File: config.mk
export PLATFORM = sky130hd
export DESIGN_NAME = video_color_xform_gen
export DESIGN_NICKNAME = d
export VERILOG_FILES = /design/src/rtl/video_color_pkg.sv /design/src/rtl/video_color_wsum.sv /design/src/rtl/video_color_xform_gen.sv
export SDC_FILE = /design/constraint.sdc
export NUM_CORES = 1
export LEC_CHECK = 0
export ABC_AREA = 1
export CORE_MARGIN = 2
export CORE_UTILIZATION = 40
export CTS_CLUSTER_DIAMETER = 100
export CTS_CLUSTER_SIZE = 40
export DETAILED_ROUTE_END_ITERATION = 12
export GPL_ROUTABILITY_DRIVEN = 0
export REMOVE_ABC_BUFFERS = 1
export SETUP_SLACK_MARGIN = 0.3
export SLEW_MARGIN = 20
export SYNTH_ARGS = -nofsm -noshare
export SYNTH_HDL_FRONTEND = slang
export SYNTH_HIERARCHICAL = 1
export SYNTH_SLANG_ARGS = --single-unit
File: constraint.sdc
create_clock -name clk -period 12.8 [get_ports clk]
set_input_delay 1.28 -clock clk [delete_from_list [all_inputs] [get_ports clk]]
set_output_delay 1.28 -clock clk [all_outputs]
set_load 0.01 [all_outputs]
File: src/rtl/video_color_pkg.sv
// Shared types and constants for the streaming colour transform.
package video_color_pkg;

    typedef enum logic [1:0] {
        MODE_BYPASS = 2'd0,
        MODE_LUMA   = 2'd1,
        MODE_AVG    = 2'd2,
        MODE_INVERT = 2'd3
    } mode_e;

    // Weights as 8-bit fractions (x/256); scaled up when WSIZE is wider.
    localparam int LUMA_RW = 53;
    localparam int LUMA_GW = 184;
    localparam int LUMA_BW = 18;
    localparam int AVG_W   = 85;

    function automatic int max3(input int a, input int b, input int c);
        int m;
        m = (a > b) ? a : b;
        return (m > c) ? m : c;
    endfunction

endpackage

File: src/rtl/video_color_wsum.sv
// Registered weighted sum of three CW-bit channels, shifted by WSIZE and saturated.
// VIDEO_COLOR_XFORM_ROUND_EN selects round-half-up instead of truncation.
module video_color_wsum
    import video_color_pkg::*;
#(
    parameter int CW    = 4,
    parameter int WSIZE = 8
) (
    input  logic             clk,
    input  logic             rst,
    input  logic             i_en,
    input  logic [CW-1:0]    i_r,
    input  logic [CW-1:0]    i_g,
    input  logic [CW-1:0]    i_b,
    input  logic [WSIZE-1:0] i_rw,
    input  logic [WSIZE-1:0] i_gw,
    input  logic [WSIZE-1:0] i_bw,
    output logic [CW-1:0]    o_gray
);
    // Two guard bits hold 3 * (2^CW-1) * (2^WSIZE-1) plus the rounding term.
    localparam int SW = CW + WSIZE + 2;

    logic [SW-1:0] w_sum;
    logic [SW-1:0] w_shift;
    logic          w_sat;
    logic [CW-1:0] r_gray;

    always_comb begin
        w_sum = SW'(i_r) * SW'(i_rw) + SW'(i_g) * SW'(i_gw) + SW'(i_b) * SW'(i_bw);
`ifdef VIDEO_COLOR_XFORM_ROUND_EN
        w_sum = w_sum + (SW'(1) << (WSIZE - 1));
`else
        w_sum = w_sum;
`endif
        w_shift = w_sum >> WSIZE;
    end

    assign w_sat = |w_shift[SW-1:CW];

    always_ff @(posedge clk) begin
        if (rst) begin
            r_gray <= '0;
        end else if (i_en) begin
            r_gray <= w_sat ? {CW{1'b1}} : w_shift[CW-1:0];
        end
    end

    assign o_gray = r_gray;

endmodule

File: src/rtl/video_color_xform_gen.sv
// Two-stage streaming colour transform (bypass / luma gray / average gray / invert)
// with frame-synchronous config. VIDEO_COLOR_XFORM_ROUND_EN enables rounding in the gray path.
module video_color_xform_gen
    import video_color_pkg::*;
#(
    parameter int RSIZE    = 4,
    parameter int GSIZE    = 4,
    parameter int BSIZE    = 4,
    parameter int RGB_SIZE = RSIZE + GSIZE + BSIZE,
    parameter int WSIZE    = 8
) (
    input  logic                clk,
    input  logic                rst,
    input  logic [1:0]          cfg_mode,
    input  logic [WSIZE-1:0]    cfg_rw,
    input  logic [WSIZE-1:0]    cfg_gw,
    input  logic [WSIZE-1:0]    cfg_bw,
    input  logic                src_valid,
    output logic                src_ready,
    input  logic                src_sof,
    input  logic                src_eol,
    input  logic [RGB_SIZE-1:0] src_rgb,
    output logic                snk_valid,
    input  logic                snk_ready,
    output logic                snk_sof,
    output logic                snk_eol,
    output logic [RGB_SIZE-1:0] snk_rgb
);
    localparam int CW     = max3(RSIZE, GSIZE, BSIZE);
    localparam int STAGES = 2;
    localparam logic [WSIZE-1:0] DEF_RW = WSIZE'(LUMA_RW << (WSIZE - 8));
    localparam logic [WSIZE-1:0] DEF_GW = WSIZE'(LUMA_GW << (WSIZE - 8));
    localparam logic [WSIZE-1:0] DEF_BW = WSIZE'(LUMA_BW << (WSIZE - 8));
    localparam logic [WSIZE-1:0] AVG_WS = WSIZE'(AVG_W << (WSIZE - 8));

    mode_e               r_mode;
    logic [WSIZE-1:0]    r_rw, r_gw, r_bw;
    logic [STAGES:1]     r_vld_pipe;
    logic                r_s0_sof, r_s0_eol;
    mode_e               r_s0_mode;
    logic [RGB_SIZE-1:0] r_s0_rgb;
    logic [CW-1:0]       r_s0_r, r_s0_g, r_s0_b;
    logic [WSIZE-1:0]    r_s0_rw, r_s0_gw, r_s0_bw;
    logic                r_s1_sof, r_s1_eol, r_s1_gray;
    logic [RGB_SIZE-1:0] r_s1_rgb;

    logic                w_en, w_acc, w_latch;
    mode_e               w_mode;
    logic [WSIZE-1:0]    w_rw, w_gw, w_bw;
    logic [CW-1:0]       w_r, w_g, w_b;
    logic [CW-1:0]       w_gray;

    assign w_en      = !r_vld_pipe[STAGES] || snk_ready;
    assign w_acc     = src_valid && w_en;
    assign w_latch   = w_acc && src_sof;
    assign src_ready = w_en;

    // The sof beat itself already uses the config it latches.
    always_comb begin
        w_mode = w_latch ? mode_e'(cfg_mode) : r_mode;
        w_rw   = w_latch ? cfg_rw : r_rw;
        w_gw   = w_latch ? cfg_gw : r_gw;
        w_bw   = w_latch ? cfg_bw : r_bw;
        if (w_mode == MODE_AVG) begin
            w_rw = AVG_WS;
            w_gw = AVG_WS;
            w_bw = AVG_WS;
        end
    end

    assign w_r = CW'(src_rgb[RGB_SIZE-1 -: RSIZE]) << (CW - RSIZE);
    assign w_g = CW'(src_rgb[GSIZE+BSIZE-1 -: GSIZE]) << (CW - GSIZE);
    assign w_b = CW'(src_rgb[BSIZE-1:0]) << (CW - BSIZE);

    always_ff @(posedge clk) begin
        if (rst) begin
            r_mode <= MODE_BYPASS;
            r_rw   <= DEF_RW;
            r_gw   <= DEF_GW;
            r_bw   <= DEF_BW;
        end else if (w_latch) begin
            r_mode <= mode_e'(cfg_mode);
            r_rw   <= cfg_rw;
            r_gw   <= cfg_gw;
            r_bw   <= cfg_bw;
        end
    end

    always_ff @(posedge clk) begin
        if (rst) begin
            r_vld_pipe <= '0;
            r_s0_sof   <= 1'b0;
            r_s0_eol   <= 1'b0;
            r_s0_mode  <= MODE_BYPASS;
            r_s0_rgb   <= '0;
            r_s0_r     <= '0;
            r_s0_g     <= '0;
            r_s0_b     <= '0;
            r_s0_rw    <= '0;
            r_s0_gw    <= '0;
            r_s0_bw    <= '0;
            r_s1_sof   <= 1'b0;
            r_s1_eol   <= 1'b0;
            r_s1_gray  <= 1'b0;
            r_s1_rgb   <= '0;
        end else if (w_en) begin
            r_vld_pipe <= {r_vld_pipe[STAGES-1:1], src_valid};
            r_s0_sof   <= src_valid && src_sof;
            r_s0_eol   <= src_valid && src_eol;
            r_s0_mode  <= w_mode;
            r_s0_rgb   <= src_rgb;
            r_s0_r     <= w_r;
            r_s0_g     <= w_g;
            r_s0_b     <= w_b;
            r_s0_rw    <= w_rw;
            r_s0_gw    <= w_gw;
            r_s0_bw    <= w_bw;
            r_s1_sof   <= r_s0_sof;
            r_s1_eol   <= r_s0_eol;
            r_s1_gray  <= (r_s0_mode == MODE_LUMA) || (r_s0_mode == MODE_AVG);
            r_s1_rgb   <= (r_s0_mode == MODE_INVERT) ? ~r_s0_rgb : r_s0_rgb;
        end
    end

    video_color_wsum #(
        .CW    (CW),
        .WSIZE (WSIZE)
    ) u_wsum (
        .clk    (clk),
        .rst    (rst),
        .i_en   (w_en),
        .i_r    (r_s0_r),
        .i_g    (r_s0_g),
        .i_b    (r_s0_b),
        .i_rw   (r_s0_rw),
        .i_gw   (r_s0_gw),
        .i_bw   (r_s0_bw),
        .o_gray (w_gray)
    );

    assign snk_valid = r_vld_pipe[STAGES];
    assign snk_sof   = r_s1_sof;
    assign snk_eol   = r_s1_eol;
    assign snk_rgb   = r_s1_gray ? {w_gray[CW-1 -: RSIZE], w_gray[CW-1 -: GSIZE], w_gray[CW-1 -: BSIZE]}
                                 : r_s1_rgb;

endmodule

==> metrics.cfg, run 1 <==
[run_status]
outcome=finished clean

[hold_path]
hp-class=reg -> reg
min_from=r_gw[5]
hold_path_depth=2
min_to=r_gw[5]

[timing]
finalHoldViolCount=0
worst_pin_slew_ns=0.801
fin_crit_ns=4.81
fin_tns_setup_ns=0
fin_crit_sh_pct=37.6
setup_viol=0
slew_violations=0
finalClockSkew_ns=0.00585
slew-limit-headroom_pct=46.6
rsz0062_at_grt=false
fmax_ghz=0.208

[placed_design]
post-dp-hpwl_mm=11.3
placed_area_mm2=0.00736
io_buffers=59

[power_and_ir_drop]
internal_power_mw=0.577
comb_power_share_pct=26.5
power_density_mw_per_mm2=109
finalPower_mw=0.840
p_switching_mw=0.263
seq_power_share_pct=38.0
ir_drop_mv=0.0726
leakagePower_nw=3.88
clockPowerShare_pct=35.5
swShare_pct=31.3

[clock_network]
htreeDepth=3
clk_pin_slew_ns=0.06
cts_inserted_buffers=9
post_cts_buffers=0
insertion_delay_ns=0.35
cts.sinks=87
cts_buffer_depth=2
cts-hold-fix-buffers=0
cts_tree=built
cts_resized=0
root_buffer=clkbuf_16

[setup_path]
critPathMaxStageDelay_ns=0.69
critPathSlowestCell=dfxtp_1
path_buf_inv=4
r2r_end=u_wsum/o_gray[2]
cp.required_ns=13.04
critPathCaptureType=register
critical_path_class=reg -> reg
path_max_fanout=10
r2r_start=r_s0_rgb[2]
worst_path_dominant_cell_family=adder cells
cp.arrival_ns=5.05
r2r_slack_ns=7.99
rr_worst_depth=19
crit_chain=nand2_1 > fa_1 > inv_1 > fa_1 > fa_1 > fa_1 > inv_1 > fa_1 > inv_1 > ha_1 > nand2_2 > nor2_2 > inv_1 > nor2_2 > nand2_1 > nand4_1 > nand2_1 > nor2_2 > a21oi_2
crit_top_cell=fa_1
startpoint_type=register

[global_routing]
grt_pass1_wl_mm=26.2
grt_pass1_vias=5379
grt_remaining_overflow=0
grt_max_degree=85
antenna_found_initial=0
gr-usage-all-layers_pct=18.2

[finish]
area_delta_synth_final_pct=15.4
fillers=1701
drive_gt1_share_pct=5.95
final_nets=1066
final_area_mm2=0.00770
antenna_cells=0

[yosys]
synth.top_cell.area_share_pct=26.1
synth_commonest_cells=200 x nand2_1, 170 x inv_1, 87 x dfxtp_1
postSynthRegisterBits=87
synth_ff_type=dfxtp_1
synth_top_area_cell=dfxtp_1
syn_inst=889
synth_cell_types=30
yosys_warnings=6
yosys-top-cells-area=dfxtp_1 26%, fa_1 22%, nand2_1 11%, inv_1 9.6%, ha_1 5.6%
avgSynthCellArea_um2=7.50
ys_seq_area_share_pct=26.1
synthArstFlopShare_pct=0
yosysMostFrequentCell=nand2_1
netlist_area_mm2=0.00667
synth_edf_count=0

[detailed_routing]
wire_per_inst_um=13.1
drt_first_pass_iters=6
vias_per_cell=4.75
routed_wl_mm=15.0
drc_errors=0
vias=5441
drt_iter0_drc=290
ant_nets=0

[floorplanning]
die_area_mm2=0.0177
start_util_pct=40.5
ios=60
die_h_um=133
coreArea_mm2=0.0165
rows=47
die_x_um=133

[job]
maxCapViolations=0

-- kinds of logic after synthesis --
group | count (synthesis) | share of synthesized area, %
fa+ha+maj | 102 | 27.2
simple gates | 335 | 21.0
compound gates | 138 | 11.1
buf+inv | 214 | 12.8
xor+xnor | 13 | 1.71
flops | 87 | 26.1
-- routing by layer --
layer  share of wire (%)  vias to the layer above  global-route usage, %
met3                 3.9                       16                   3.46
met2                  46                       94                   29.6
met5                   0                        -                      0
met4                 1.6                        0                   4.96
li1                    -                     2765                      -
met1                  49                     2566                   25.1
-- worst max path at each step --
stage                      startpoint               end  slack [ns]  depth (start not counted)
after floorplan           r_s0_rgb[2]  u_wsum/o_gray[2]        8.47                         22
after global placement    r_s0_rgb[2]  u_wsum/o_gray[3]        8.04                         20
after detailed placement  r_s0_rgb[2]  u_wsum/o_gray[2]        8.01                         19
after CTS                 r_s0_rgb[2]  u_wsum/o_gray[2]        7.99                         19
after global routing      r_s0_rgb[2]  u_wsum/o_gray[1]        7.55                         18
final                     r_s0_rgb[2]  u_wsum/o_gray[2]        7.99                         19
-- state kept, by name, summed over array words and instances, names as in the netlist, 2 cells and up --
| name | cells |
|---|---|
| r_bw | 8 |
| r_gw | 8 |
| r_mode | 2 |
| r_rw | 8 |
| r_s0_bw | 8 |
| r_s0_gw | 8 |
| r_s0_mode | 2 |
| r_s0_rgb | 12 |
| r_s0_rw | 8 |
| r_s1_rgb | 12 |
| r_vld_pipe | 2 |
| u_wsum/o_gray | 4 |
-- cell usage in the layout (no fill, tap or decap), drive strengths merged, types with 3 or more instances in the layout --
cell           synthesis  routed
a21oi                 64      64
nand3                 46      46
clkdlybuf4s50          0      59
clkinv                 1       4
nor2                  67      67
fa                    72      72
buf                   17       3
dfxtp                 87      87
xnor2                 12      12
o21ai                 71      71
inv                  171     171
nand2                217     217
bufinv                 0       3
clkbuf                25      10
ha                    30      30
-- per-stage QoR --
stage               setup WS (ns)  cells  util, %  hold WS, ns
floorplan                    8.47    847        -        0.424
finish                       7.99   1145     46.7        0.451
detailed placement           8.01   1129     44.7        0.440
CTS                          7.99   1145     46.7        0.456
global route                 7.55   1145     46.7        0.468
global placement             8.04   1129     44.7        0.432
-- worst min-delay path, delay by kind of cell, from the launching register on --
kind	cells	cell delay (ns)
and+or+nand+nor	2	0.12
DFF	1	0.31
-- power groups by stage --
stage / clock (mW) / sequential (mW) / combinational, mW
finish: 0.298 / 0.319 / 0.223
global route: 0.313 / 0.323 / 0.263
CTS: 0.304 / 0.319 / 0.226
detailed placement: 0 / 0.325 / 0.224
global placement: 0 / 0.325 / 0.222
floorplan: 0 / 0.313 / 0.163
-- layout make-up --
cell class / count / area [um2] / share of cell area (%)
Sequential cell: 87 / 1740 / 22.6
Inverter: 172 / 651 / 8.45
Tap cell: 220 / 275 / 3.58
Clock inverter: 6 / 109 / 1.41
Timing Repair Buffer: 62 / 613 / 7.97
Clock buffer: 10 / 229 / 2.98
Multi-Input combinational cell: 588 / 4080 / 53.0
(Power assumes the default switching activity.)
==> run 2: changes to the inputs <==
- clock period: 12.8 -> 4.86 ns (I/O delays scaled with it)
==> run 2 against run 1 <==
Net effect: clock skew is 0.0022 ns higher; first-iteration DRC count increased by 4.8%; design area rose by 6.6%; sequential power rose to 2.6 times the previous value; die area did not move; wire length increased by 8.7%; total power rose to 2.8 times the previous value; critical path type unchanged; critical endpoint unchanged.
==> metrics.cfg, run 2 (synthesized netlist as in run 1, its figures left out) <==
[clock_network]
cts_inserted_buffers=9  ; unchanged
insertion_delay_ns=0.35  ; about the same
cts-hold-fix-buffers=0  ; unchanged
clk_pin_slew_ns=0.06  ; about the same
htreeDepth=3  ; unchanged
cts_tree=built
root_buffer=clkbuf_16
cts.sinks=87  ; unchanged
cts_buffer_depth=2  ; unchanged

[timing]
finalHoldViolCount=0  ; unchanged
fin_tns_setup_ns=0  ; unchanged
rsz0062_at_grt=true
hold_ws_ns=0.450  ; -0.000926 ns
slew_violations=0  ; unchanged
fin_crit_ns=4.54  ; -0.270 ns
timing.final.ws_setup_ns=0.320  ; -7.67 ns
fmax_ghz=0.220  ; +5.9%
setup_viol=0  ; unchanged
finalClockSkew_ns=0.00807  ; +0.00222 ns
worst_pin_slew_ns=0.794  ; -0.00658 ns
slew-limit-headroom_pct=47.1  ; +0.44 points
fin_crit_sh_pct=93.4  ; +56 points

[finish]
seq_area_mm2=0.00178  ; +2.2%
fillers=1628  ; -4.3%
drive_gt1_share_pct=16.3  ; +10 points
multi_input_area_mm2=0.00430  ; +5.4%
final_cell_mix=186 x nand2_1, 154 x inv_1, 71 x o21ai_0, 71 x fa_1, 69 x dfxtp_1
largestRegisters=r_s0_rgb: 12 flops, r_s1_rgb: 12 flops
final_nets=1099  ; +3.1%
area_delta_synth_final_pct=23.0
final_common_cell=nand2_1
antenna_cells=0  ; unchanged

[setup_path]
critPathCaptureType=register
crit_chain=buf_8 > nand2_2 > inv_2 > fa_1 > inv_2 > fa_1 > inv_2 > fa_1 > fa_1 > inv_2 > fa_1 > inv_2 > ha_4 > nand2_4 > nor2_4 > inv_2 > nor2_4 > nand2_4 > nand4_1 > nand2_2 > nor2_4 > a21oi_2
path_buf_inv=7  ; +3
crit_top_cell=inv_2
startpoint_type=register
critPathMaxStageDelay_ns=0.53  ; -0.16 ns
critPathSlowestCell=fa_1
cp.arrival_ns=4.78  ; -0.27 ns
path_max_fanout=5  ; -5
worst_path_dominant_cell_family=adder cells
cp.required_ns=5.10  ; -7.94 ns
critical_path_class=reg -> reg

[detailed_routing]
wire_per_inst_um=13.9  ; +5.7%
vias=5590  ; +2.7%
drt_iter0_drc=304  ; +4.8%
drc_errors=0  ; unchanged
drt_first_pass_iters=5  ; -1
ant_nets=0  ; unchanged
vias_per_cell=4.75  ; -0.14%
routed_wl_mm=16.3  ; +8.7%

[global_routing]
gr-usage-all-layers_pct=19.1  ; +0.84 points
grt_max_degree=75  ; -12%
grt_pass1_wl_mm=27.1  ; +3.6%
antenna_found_initial=0  ; unchanged
grt_remaining_overflow=0  ; unchanged
grt_pass1_vias=5578  ; +3.7%

[floorplanning]
ios=60  ; unchanged
start_util_pct=40.5  ; unchanged
coreArea_mm2=0.0165  ; unchanged
die_area_mm2=0.0177  ; unchanged
die_x_um=133  ; unchanged
die_h_um=133  ; unchanged
rows=47  ; unchanged

[run_status]
outcome=finished clean

[placed_design]
pre_cts_ws_ns=0.115  ; -7.90 ns
io_buffers=59  ; unchanged
post-dp-hpwl_mm=11.6  ; +3.4%

[job]
maxCapViolations=0  ; unchanged

[power_and_ir_drop]
power_density_mw_per_mm2=283  ; +160%
ir_drop_mv=0.195  ; +170%
leakagePower_nw=4.07  ; +5.0%

[hold_path]
hp-class=reg -> reg

[run 2: cell types whose count changed in the layout (fill, tap and decap cells not counted), sizes merged]
cell	delta
buf	+33
inv	+1
clkinvlp	+1
bufinv	-2
[run 2: report_power, final]
group / internal [mW] / switching [mW]
Sequential: 0.771 / 0.0554
Clock: 0.415 / 0.297
Combinational: 0.352 / 0.433
[run 2: layer usage]
metal,vias up,part of all wire [%],global-route usage [%]
met1,2640,46,26.4
met4,0,2.2,6.32
met3,20,4.8,3.27
li1,2823,-,-
met2,107,47,30.5
met5,-,0,0
[run 2: stage by stage]
| step | std cells | power (mW) | utilization [%] | cell area (um2) |
|---|---|---|---|---|
| 2_1_floorplan | 847 | 1.26 | - | 6470 |
| 3_3_place_gp | 1145 | 1.46 | 45.4 | 7480 |
| 6_report | 1178 | 2.32 | 49.8 | 8200 |
| 5_1_grt | 1178 | 2.48 | 49.8 | 8200 |
| 3_5_place_dp | 1145 | 1.46 | 45.4 | 7480 |
| 4_1_cts | 1161 | 2.18 | 47.4 | 7800 |
[run 2: cell type report]
class	instances	share of cell area (%)
well taps	220	3.36
multi-input cells	588	52.4
clock buffers	10	2.91
flip-flops and latches	87	21.7
repair buffers	95	10.9
inverters	172	7.93
clock inverters	6	0.839
[run 2: worst paths after layout]
check                           cells past startpoint  slack, ns               end   startpoint
worst max register to register                     22       0.32  u_wsum/o_gray[2]  r_s0_rgb[5]
worst min-delay path                                2       0.45           r_rw[5]      r_rw[5]
worst max-delay path                               22       0.32  u_wsum/o_gray[2]  r_s0_rgb[5]
worst min register to register                      2       0.45           r_rw[5]      r_rw[5]
[run 2: worst min-delay path: cells and delay by family (launching register included)]
kind	cells	cell delay, ns
and+or+nand+nor	2	0.12
DFF	1	0.31
[run 2: timing repair]
| action | CTS | global route |
|---|---|---|
| pin swaps | 0 | 31 |
| cloned | 0 | 1 |
| buffers inserted | 0 | 16 |
| resized for setup | 7 | 83 |
| endpoints found under the setup margin | 4 | 4 |
